==> src/rtl/conv_frame_ctrl_if.sv <==
// Pixel-side handshake and window-side result bundle for conv_frame_ctrl.
// Ports carried:
//   i_start, i_abort, i_valid : frame control and pixel strobe (into the controller)
//   o_ready, o_lb_we          : accept qualifier and line-buffer write strobe
//   o_col, o_row              : coordinates of the pixel being accepted
//   o_valid, o_out_col/row    : registered window-available flag and top-left corner
//   o_first, o_last           : registered first/last window qualifiers
//   o_busy, o_done            : frame in progress / one-cycle frame-complete pulse
// The master modport is the pixel source; the slave modport is the controller.
interface conv_frame_ctrl_if #(
    parameter int IMG_W = 32,
    parameter int IMG_H = 32
);
    localparam int CW = (IMG_W > 1) ? $clog2(IMG_W) : 1;
    localparam int RW = (IMG_H > 1) ? $clog2(IMG_H) : 1;

    logic          i_start;
    logic          i_abort;
    logic          i_valid;
    logic          o_ready;
    logic          o_lb_we;
    logic [CW-1:0] o_col;
    logic [RW-1:0] o_row;
    logic          o_valid;
    logic [CW-1:0] o_out_col;
    logic [RW-1:0] o_out_row;
    logic          o_first;
    logic          o_last;
    logic          o_busy;
    logic          o_done;

    modport master (
        output i_start, i_abort, i_valid,
        input  o_ready, o_lb_we, o_col, o_row, o_valid, o_out_col, o_out_row,
        input  o_first, o_last, o_busy, o_done
    );

    modport slave (
        input  i_start, i_abort, i_valid,
        output o_ready, o_lb_we, o_col, o_row, o_valid, o_out_col, o_out_row,
        output o_first, o_last, o_busy, o_done
    );
endinterface

==> src/rtl/conv_frame_ctrl.sv <==
// Frame sequencer for the convolution datapath.
// Accepts one pixel per cycle in raster order over an IMG_W x IMG_H frame,
// tracks the (row, col) of each accepted pixel, drives the line-buffer write
// strobe, and flags (one cycle later) every accept that completes a K x K window.
// Ports:
//   i_clk   : clock, rising edge
//   i_rst_n : asynchronous active-low reset
//   bus     : conv_frame_ctrl_if slave modport (see interface header)
module conv_frame_ctrl #(
    parameter int IMG_W = 32,
    parameter int IMG_H = 32,
    parameter int K     = 5
) (
    input  logic               i_clk,
    input  logic               i_rst_n,
    conv_frame_ctrl_if.slave   bus
);
    localparam int CW = (IMG_W > 1) ? $clog2(IMG_W) : 1;
    localparam int RW = (IMG_H > 1) ? $clog2(IMG_H) : 1;

    localparam logic [CW-1:0] COL_MAX  = CW'(IMG_W - 1);
    localparam logic [RW-1:0] ROW_MAX  = RW'(IMG_H - 1);
    localparam logic [CW-1:0] COL_WIN  = CW'(K - 1);
    localparam logic [RW-1:0] ROW_WIN  = RW'(K - 1);
    localparam logic [CW-1:0] COL_ONE  = CW'(1);
    localparam logic [RW-1:0] ROW_ONE  = RW'(1);
    localparam logic [CW-1:0] COL_ZERO = {CW{1'b0}};
    localparam logic [RW-1:0] ROW_ZERO = {RW{1'b0}};

    typedef enum logic [1:0] {
        ST_IDLE = 2'd0,
        ST_RUN  = 2'd1,
        ST_DONE = 2'd2
    } state_t;

    state_t        state_r;
    state_t        state_s;
    logic [CW-1:0] col_r;
    logic [CW-1:0] col_s;
    logic [RW-1:0] row_r;
    logic [RW-1:0] row_s;

    logic          accept_s;
    logic          win_s;
    logic          last_pix_s;
    logic [CW-1:0] win_col_s;
    logic [RW-1:0] win_row_s;

    logic          valid_r;
    logic          first_r;
    logic          last_r;
    logic [CW-1:0] out_col_r;
    logic [RW-1:0] out_row_r;

    // Abort suppresses the pixel offered in the same cycle.
    assign accept_s = bus.i_valid & (state_r == ST_RUN) & ~bus.i_abort;

    // Window test on the pixel being accepted; the subtraction is only consumed
    // when the window test passes, so it never wraps.
    always_comb begin
        win_s      = 1'b0;
        last_pix_s = 1'b0;
        win_col_s  = col_r - COL_WIN;
        win_row_s  = row_r - ROW_WIN;
        if (accept_s && (row_r >= ROW_WIN) && (col_r >= COL_WIN)) begin
            win_s = 1'b1;
        end else begin
            win_s = 1'b0;
        end
        if ((row_r == ROW_MAX) && (col_r == COL_MAX)) begin
            last_pix_s = 1'b1;
        end else begin
            last_pix_s = 1'b0;
        end
    end

    // Next-state and raster counter logic; abort outranks everything but reset.
    always_comb begin
        state_s = state_r;
        col_s   = col_r;
        row_s   = row_r;
        case (state_r)
            ST_IDLE: begin
                if (bus.i_abort) begin
                    col_s = COL_ZERO;
                    row_s = ROW_ZERO;
                end else if (bus.i_start) begin
                    state_s = ST_RUN;
                    col_s   = COL_ZERO;
                    row_s   = ROW_ZERO;
                end else begin
                    state_s = ST_IDLE;
                end
            end
            ST_RUN: begin
                if (bus.i_abort) begin
                    state_s = ST_IDLE;
                    col_s   = COL_ZERO;
                    row_s   = ROW_ZERO;
                end else if (accept_s) begin
                    if (col_r == COL_MAX) begin
                        col_s = COL_ZERO;
                        if (row_r == ROW_MAX) begin
                            row_s   = ROW_ZERO;
                            state_s = ST_DONE;
                        end else begin
                            row_s = row_r + ROW_ONE;
                        end
                    end else begin
                        col_s = col_r + COL_ONE;
                    end
                end else begin
                    state_s = ST_RUN;
                end
            end
            ST_DONE: begin
                // Done lasts exactly one cycle whether or not abort is present.
                state_s = ST_IDLE;
                col_s   = COL_ZERO;
                row_s   = ROW_ZERO;
            end
            default: begin
                state_s = ST_IDLE;
                col_s   = COL_ZERO;
                row_s   = ROW_ZERO;
            end
        endcase
    end

    // State and raster counter registers.
    always_ff @(posedge i_clk or negedge i_rst_n) begin
        if (!i_rst_n) begin
            state_r <= ST_IDLE;
            col_r   <= COL_ZERO;
            row_r   <= ROW_ZERO;
        end else begin
            state_r <= state_s;
            col_r   <= col_s;
            row_r   <= row_s;
        end
    end

    // Window result registers; coordinates hold across non-window cycles.
    always_ff @(posedge i_clk or negedge i_rst_n) begin
        if (!i_rst_n) begin
            valid_r   <= 1'b0;
            first_r   <= 1'b0;
            last_r    <= 1'b0;
            out_col_r <= COL_ZERO;
            out_row_r <= ROW_ZERO;
        end else begin
            valid_r <= win_s;
            first_r <= win_s & (win_row_s == ROW_ZERO) & (win_col_s == COL_ZERO);
            last_r  <= win_s & last_pix_s;
            if (win_s) begin
                out_col_r <= win_col_s;
                out_row_r <= win_row_s;
            end else begin
                out_col_r <= out_col_r;
                out_row_r <= out_row_r;
            end
        end
    end

    assign bus.o_ready   = (state_r == ST_RUN);
    assign bus.o_lb_we   = accept_s;
    assign bus.o_col     = col_r;
    assign bus.o_row     = row_r;
    assign bus.o_valid   = valid_r;
    assign bus.o_first   = first_r;
    assign bus.o_last    = last_r;
    assign bus.o_out_col = out_col_r;
    assign bus.o_out_row = out_row_r;
    assign bus.o_busy    = (state_r != ST_IDLE);
    assign bus.o_done    = (state_r == ST_DONE);
endmodule

==> src/flat_wrapper.sv <==
// flat-port wrapper written by rule: the top's interface ports become plain ports
module conv_frame_ctrl_flat 
#(
    parameter int IMG_W = 32,
    parameter int IMG_H = 32,
    parameter int K     = 5
)
  (i_clk, i_rst_n, bus_i_start, bus_i_abort, bus_i_valid, bus_o_ready, bus_o_lb_we, bus_o_col, bus_o_row, bus_o_valid, bus_o_out_col, bus_o_out_row, bus_o_first, bus_o_last, bus_o_busy, bus_o_done);
  conv_frame_ctrl_if #(.IMG_W(IMG_W), .IMG_H(IMG_H)) bus_i ();
  input  logic i_clk;
  input  logic i_rst_n;
  input wire logic [$bits(bus_i.i_start)-1:0] bus_i_start;
  input wire logic [$bits(bus_i.i_abort)-1:0] bus_i_abort;
  input wire logic [$bits(bus_i.i_valid)-1:0] bus_i_valid;
  output wire logic [$bits(bus_i.o_ready)-1:0] bus_o_ready;
  output wire logic [$bits(bus_i.o_lb_we)-1:0] bus_o_lb_we;
  output wire logic [$bits(bus_i.o_col)-1:0] bus_o_col;
  output wire logic [$bits(bus_i.o_row)-1:0] bus_o_row;
  output wire logic [$bits(bus_i.o_valid)-1:0] bus_o_valid;
  output wire logic [$bits(bus_i.o_out_col)-1:0] bus_o_out_col;
  output wire logic [$bits(bus_i.o_out_row)-1:0] bus_o_out_row;
  output wire logic [$bits(bus_i.o_first)-1:0] bus_o_first;
  output wire logic [$bits(bus_i.o_last)-1:0] bus_o_last;
  output wire logic [$bits(bus_i.o_busy)-1:0] bus_o_busy;
  output wire logic [$bits(bus_i.o_done)-1:0] bus_o_done;
  assign bus_i.i_start = bus_i_start;
  assign bus_i.i_abort = bus_i_abort;
  assign bus_i.i_valid = bus_i_valid;
  assign bus_o_ready = bus_i.o_ready;
  assign bus_o_lb_we = bus_i.o_lb_we;
  assign bus_o_col = bus_i.o_col;
  assign bus_o_row = bus_i.o_row;
  assign bus_o_valid = bus_i.o_valid;
  assign bus_o_out_col = bus_i.o_out_col;
  assign bus_o_out_row = bus_i.o_out_row;
  assign bus_o_first = bus_i.o_first;
  assign bus_o_last = bus_i.o_last;
  assign bus_o_busy = bus_i.o_busy;
  assign bus_o_done = bus_i.o_done;
  conv_frame_ctrl #(.IMG_W(IMG_W), .IMG_H(IMG_H), .K(K)) u_core (.i_clk(i_clk), .i_rst_n(i_rst_n), .bus(bus_i));
endmodule
==> config.mk <==
export PLATFORM = sky130hd
export DESIGN_NAME = conv_frame_ctrl_flat
export DESIGN_NICKNAME = d
export VERILOG_FILES = /design/src/rtl/conv_frame_ctrl_if.sv /design/src/rtl/conv_frame_ctrl.sv /design/src/flat_wrapper.sv
export SDC_FILE = /design/constraint.sdc
export NUM_CORES = 1
export LEC_CHECK = 0
export CORE_MARGIN = 3
export CORE_UTILIZATION = 29
export CTS_CLUSTER_DIAMETER = 60
export DETAILED_ROUTE_END_ITERATION = 16
export PLACE_DENSITY_LB_ADDON = 0.2
export SLEW_MARGIN = 5
export SYNTH_ARGS = -nofsm -noshare
export SYNTH_HDL_FRONTEND = slang
export SYNTH_SLANG_ARGS = --single-unit
==> constraint.sdc <==
create_clock -name i_clk -period 5.1 [get_ports i_clk]
set_input_delay 1.02 -clock i_clk [delete_from_list [all_inputs] [get_ports i_clk]]
set_output_delay 1.02 -clock i_clk [all_outputs]
set_load 0.02 [all_outputs]
# After elaboration in Yosys (flattened, before gate mapping)

Cells that the tools add are included.

Flip-flop bits (word level): 25
Output and inout port bits: 27

Add/sub/neg operators: 4
$lt $le $gt $ge: 2
Eq/ne operators: 10
Muxes and demuxes: 20
Bitwise operators: 6
Reductions and logical operators: 10

Operators with widths:

| cell                  | number |
|---|---|
| $mux W5               | 9 |
| $pmux W5 S2           | 2 |
| $add A5 B1 Y5 const B | 2 |
| $eq A5 B5 Y1 const B  | 2 |
| $ge A5 B3 Y1 const B  | 2 |
| $logic_not A5 Y1      | 2 |
| $mux W2               | 5 |
| $sub A5 B3 Y5 const B | 2 |
| $ne A4 B4 Y1 const B  | 2 |
| $ne A3 B2 Y1 const B  | 2 |
| $reduce_and A3 Y1     | 2 |
| $and A1 B1 Y1         | 5 |
| $pmux W2 S2           | 1 |
| $logic_and A1 B1 Y1   | 3 |
| $mux W1               | 3 |
| $ne A3 B3 Y1 const B  | 1 |
| $eq A2 B1 Y1 const B  | 1 |
| $eq A2 B2 Y1 const B  | 1 |
| $logic_not A2 Y1      | 1 |
| $ne A2 B2 Y1 const B  | 1 |
| $reduce_and A2 Y1     | 1 |
| $reduce_bool A2 Y1    | 1 |
| $not A1 Y1            | 1 |

# Depth between registers and ports, before layout

Depth in word-level cells: 8
Depth in mapped cells: 6
Mapped depth without buffers: 6

# Worst setup path before layout

OpenSTA, ideal clock, no wires.

Path type: input-to-output
From: input bus_i_abort
To: output bus_o_lb_we
Arrival time: 1.426 ns
Data required time: 4.080 ns
Slack: 2.654 ns
Stages: 2
Path through: nand4bb_4 > inv_1

Cells in the longest elaborated chain, start to end: 2

RTL lines:

| item          | RTL line              | RTL |
|---|---|---|
| from (decl)   | flat_wrapper.sv:13    | `input wire logic [$bits(bus_i.i_abort)-1:0] bus_i_abort;` |
| $not A1 Y1    | conv_frame_ctrl.sv:56 | `assign accept_s = bus.i_valid & (state_r == ST_RUN) & ~bus.i_abort;` |
| $and A1 B1 Y1 | conv_frame_ctrl.sv:56 |  |
| to (decl)     | flat_wrapper.sv:16    | `output wire logic [$bits(bus_i.o_lb_we)-1:0] bus_o_lb_we;` |

Every way passes these cells.

# Final worst setup path

Ends and elaborated chain as after synthesis.

==> results.json <==
{
  "worst_skew_pair.late_latency_ns": 0.26,
  "postPlaceCellArea_um2": 1819,
  "tritoncts_num_sinks": 25,
  "synth_cell_type_count": 35,
  "cts_tree": "built",
  "dp_worst_setup_slack_ns": 1.552,
  "postRouteAntennaNets": 0,
  "sum_neg_setup_slack_ns": 0,
  "slew_viols_final": 0,
  "ys_warn_count": 0,
  "synth_compound_area_share_pct": 9.839,
  "drive_gt1_share_pct": 12.34,
  "detail_route.wl_per_cell_um": 13.66,
  "viasPerCell": 4.647,
  "worst_slew_margin_rel_pct": 55.82,
  "post_cts_gate_resize_count": 0,
  "inserted_diodes": 0,
  "reg2reg_slack_ns": 3.09,
  "worst-endpoint-required_ns": 4.08,
  "cp_max_fo": 5,
  "min_delay_path_depth": 1,
  "worst_setup_path_start_kind": "primary input",
  "cts_root_buf": "sky130_fd_sc_hd__clkbuf_8",
  "detailedPlacementHpwl_um": 2321,
  "proportion_of_register_bits_with_asynchronous_set_or_reset_after_synthesis_pct": 100.0,
  "timing.critical_path.depth": 4,
  "dieHeight_um": 77.32,
  "finalWorstPathRequiredPeriod_ns": 3.528,
  "critical-path-max-stage-delay_ns": 0.61,
  "rsz0062_at_grt": "no",
  "dpl.cell_count": 217,
  "post_synth_inst_count": 126,
  "routed_wirelength_um": 3019,
  "syn2layout_area_growth_pct": 26.04,
  "synth_edf_count": 0,
  "power.leakage_uw": 0.0008251,
  "outcome": "finished, final reports clean",
  "crit_path_start": "bus_i_abort",
  "initial_core_util_pct": 30.62,
  "critPathTopFamily": "buffers and inverters",
  "cts-root-to-sink-buffers": 2,
  "layout.cells.non_filler": 221,
  "synth.ff_latch_count": 25,
  "post_synthesis_net_count": 143,
  "max_cap_violations": 0,
  "syn-mean-instance-area_um2": 11.71,
  "rows": 25,
  "ys.flop_type": "sky130_fd_sc_hd__dfrtp_1",
  "r2r_start": "u_core.bus.o_col[3]",
  "pin_count": 32,
  "grt_max_degree": 26,
  "worstPathArrival_ns": 2.51,
  "area_share_of_the_largest_cell_type_after_synthesis_pct": 42.41,
  "hold_viol": 0,
  "post-route-drc-count": 0,
  "finalWeightedCongestion": 0.8412,
  "irDropWorstVdd_v": 0.00008564,
  "setup_viol": 0,
  "synthMuxAreaShare_pct": 13.06,
  "mappedNetlistArea_um2": 1475,
  "violation_count_after_the_first_detailed_route_iteration": 37,
  "core_um2": 4817,
  "tightestPinTransition_ns": 0.6606,
  "cts_hold_buffers": 0,
  "first_pass_grt_wire_length_um": 5181,
  "grt_remaining_overflow": 0,
  "track_usage_pct": 10.54,
  "postCtsSetupBuffers": 0,
  "h-tree-depth": 1,
  "cpMostUsedCell": "sky130_fd_sc_hd__clkdlybuf4s50_1",
  "antenna_found_initial": 0,
  "crit_path_top_delay_cell": "sky130_fd_sc_hd__clkdlybuf4s50_1",
  "worst_setup_hold_path_clk_slew_ns": 0.09,
  "worst_reg2reg_path_depth": 5,
  "drt_first_pass_iters": 5,
  "cell_area_after_layout_um2": 1859,
  "hold_class": "flop to flop",
  "post_synthesis_adder_cell_area_fraction_pct": 10.18,
  "clock_skew_ns": 0.001234,
  "power_per_cell_area_nw_per_um2": 195.0,
  "fraction_of_the_yosys_area_taken_by_sequential_cells_pct": 42.41,
  "count_of_port_buffers_added_during_placement": 31,
  "synth_top_cells_by_count": "sky130_fd_sc_hd__dfrtp_1, sky130_fd_sc_hd__inv_1, sky130_fd_sc_hd__ha_1, sky130_fd_sc_hd__mux2i_1, sky130_fd_sc_hd__mux2_4",
  "die_area_um2": 5978,
  "via_count_of_the_first_global_routing_pass": 1073,
  "synth_most_common_cell": "sky130_fd_sc_hd__dfrtp_1",
  "fmax_mhz": 283.5,
  "floorplan.die.width_um": 77.32,
  "finalCritPeriodShare_pct": 69.17,
  "numCtsBuffers": 3,
  "synth_simple_gate_area_share_pct": 16.37,
  "synth_top_cell_by_area": "sky130_fd_sc_hd__dfrtp_1",
  "final_nets": 172,
  "synth_xor_xnor_area_share_pct": 1.187,
  "detailroute.via_count": 1027,
  "worst-setup-path-type": "primary input to output port",
  "synth_top_cells_by_area": "sky130_fd_sc_hd__dfrtp_1, sky130_fd_sc_hd__ha_1, sky130_fd_sc_hd__mux2_4",
  "cp.buffers_inverters": 3,
  "largest_family_of_logic_cells_by_synthesized_area": "simple AND/OR/NAND/NOR gates",
  "worst_setup_path_endpoint": "bus_o_lb_we",
  "cp_cell_sequence": "clkdlybuf4s50_1 -> nand4bb_4 -> inv_1 -> clkdlybuf4s50_1",
  "finalWorstSetupSlack_ns": 1.572,
  "critPathCaptureType": "output port",
  "worstReg2RegEnd": "u_core.bus.o_out_row[4]"
}
==> per-stage QoR <==
step / hold slack [ns] / total power [uW] / utilization [%]
after CTS: 0.5213 / 367.8 / 38.70
after detailed placement: 0.5013 / 248.4 / 37.77
after floorplan: 0.5524 / 232.1 / -
after global routing: 0.5412 / 379.7 / 38.60
final: 0.5153 / 362.6 / 38.60
after global placement: 0.4989 / 247.4 / 37.77
==> power by group <==
group	internal, uW	leakage [uW]	total, uW	switching (uW)
Sequential	200	0.000336	205	4.47
Clock	55.9	0.0000228	119	63.4
Combinational	16.1	0.000466	38.6	22.5
==> state kept, by name (all words and copies together) (netlist names) <==
name,count
u_core.bus.o_first,1
u_core.bus.o_col,5
u_core.bus.o_row,5
u_core.bus.o_out_col,5
u_core.bus.o_last,1
u_core.state_r,2
u_core.bus.o_out_row,5
u_core.bus.o_valid,1
==> cell usage in the layout (no fill, tap or decap) <==
cell type and instances:
sky130_fd_sc_hd__clkdlybuf4s50_1 30, sky130_fd_sc_hd__dfrtp_1 25, sky130_fd_sc_hd__inv_1 14, sky130_fd_sc_hd__ha_1 12
sky130_fd_sc_hd__mux2i_1 8, sky130_fd_sc_hd__mux2_4 6, sky130_fd_sc_hd__nand4_1 5, sky130_fd_sc_hd__nand2_1 5
sky130_fd_sc_hd__nor2_1 4, sky130_fd_sc_hd__nand3_1 4, sky130_fd_sc_hd__nor2b_1 3, sky130_fd_sc_hd__and2_1 3
sky130_fd_sc_hd__clkbuf_8 3, sky130_fd_sc_hd__or2_2 2, sky130_fd_sc_hd__a2111oi_4 2, sky130_fd_sc_hd__xor2_1 2
sky130_fd_sc_hd__and3_1 2, sky130_fd_sc_hd__a32oi_1 2, sky130_fd_sc_hd__o311ai_0 2, sky130_fd_sc_hd__o21ai_0 2
sky130_fd_sc_hd__a31oi_1 2, sky130_fd_sc_hd__a22o_1 2, sky130_fd_sc_hd__mux2_2 2, sky130_fd_sc_hd__nand4bb_4 1
sky130_fd_sc_hd__nor3_4 1, sky130_fd_sc_hd__nor3_1 1, sky130_fd_sc_hd__nor4_1 1, sky130_fd_sc_hd__nor3b_1 1
sky130_fd_sc_hd__nand2b_1 1, sky130_fd_sc_hd__o22ai_1 1, sky130_fd_sc_hd__nor4b_2 1, sky130_fd_sc_hd__o311ai_1 1
sky130_fd_sc_hd__and4b_1 1, sky130_fd_sc_hd__clkbuf_1 1, sky130_fd_sc_hd__buf_2 1
==> worst min path at each step <==
| stage | from | end | slack [ns] |
|---|---|---|---|
| 2_1_floorplan | u_core.bus.o_col[1] | u_core.bus.o_col[1] | 0.55 |
| 3_3_place_gp | u_core.bus.o_out_col[4] | u_core.bus.o_out_col[4] | 0.50 |
| 3_5_place_dp | u_core.bus.o_out_row[0] | u_core.bus.o_out_row[0] | 0.50 |
| 4_1_cts | u_core.bus.o_out_row[1] | u_core.bus.o_out_row[1] | 0.52 |
| 5_1_grt | u_core.bus.o_out_col[1] | u_core.bus.o_out_col[1] | 0.54 |
| 6_report | u_core.bus.o_out_col[1] | u_core.bus.o_out_col[1] | 0.52 |
==> metal layers <==
layer | global-route usage [%] | routed length [um]
met1 | 13.50 | 1370
met2 | 17.62 | 1501
met3 | 2.347 | 123
met4 | 3.203 | 23
met5 | 0 | 0
==> kinds of logic (layout without fill, tap and decap cells) <==
kind of cell	count (synthesis)	after routing
buffers and inverters	21	49
AND/OR/NAND/NOR	36	36
flip-flops	25	25
AO/OA/AOI/OAI	14	14
adder cells (fa/ha/maj)	12	12
XOR/XNOR	2	2
multiplexers	16	16
==> final cells by class <==
| type | count | area, um^2 |
|---|---|---|
| fillers | 508 | 2958 |
| multi-input cells | 80 | 747.0 |
| flip-flops and latches | 25 | 625.6 |
| repair buffers | 31 | 305.3 |
| well taps | 67 | 83.83 |
| inverters | 14 | 52.55 |
| clock buffers | 4 | 45.04 |
No activity file was read; power rests on OpenSTA's default activity.
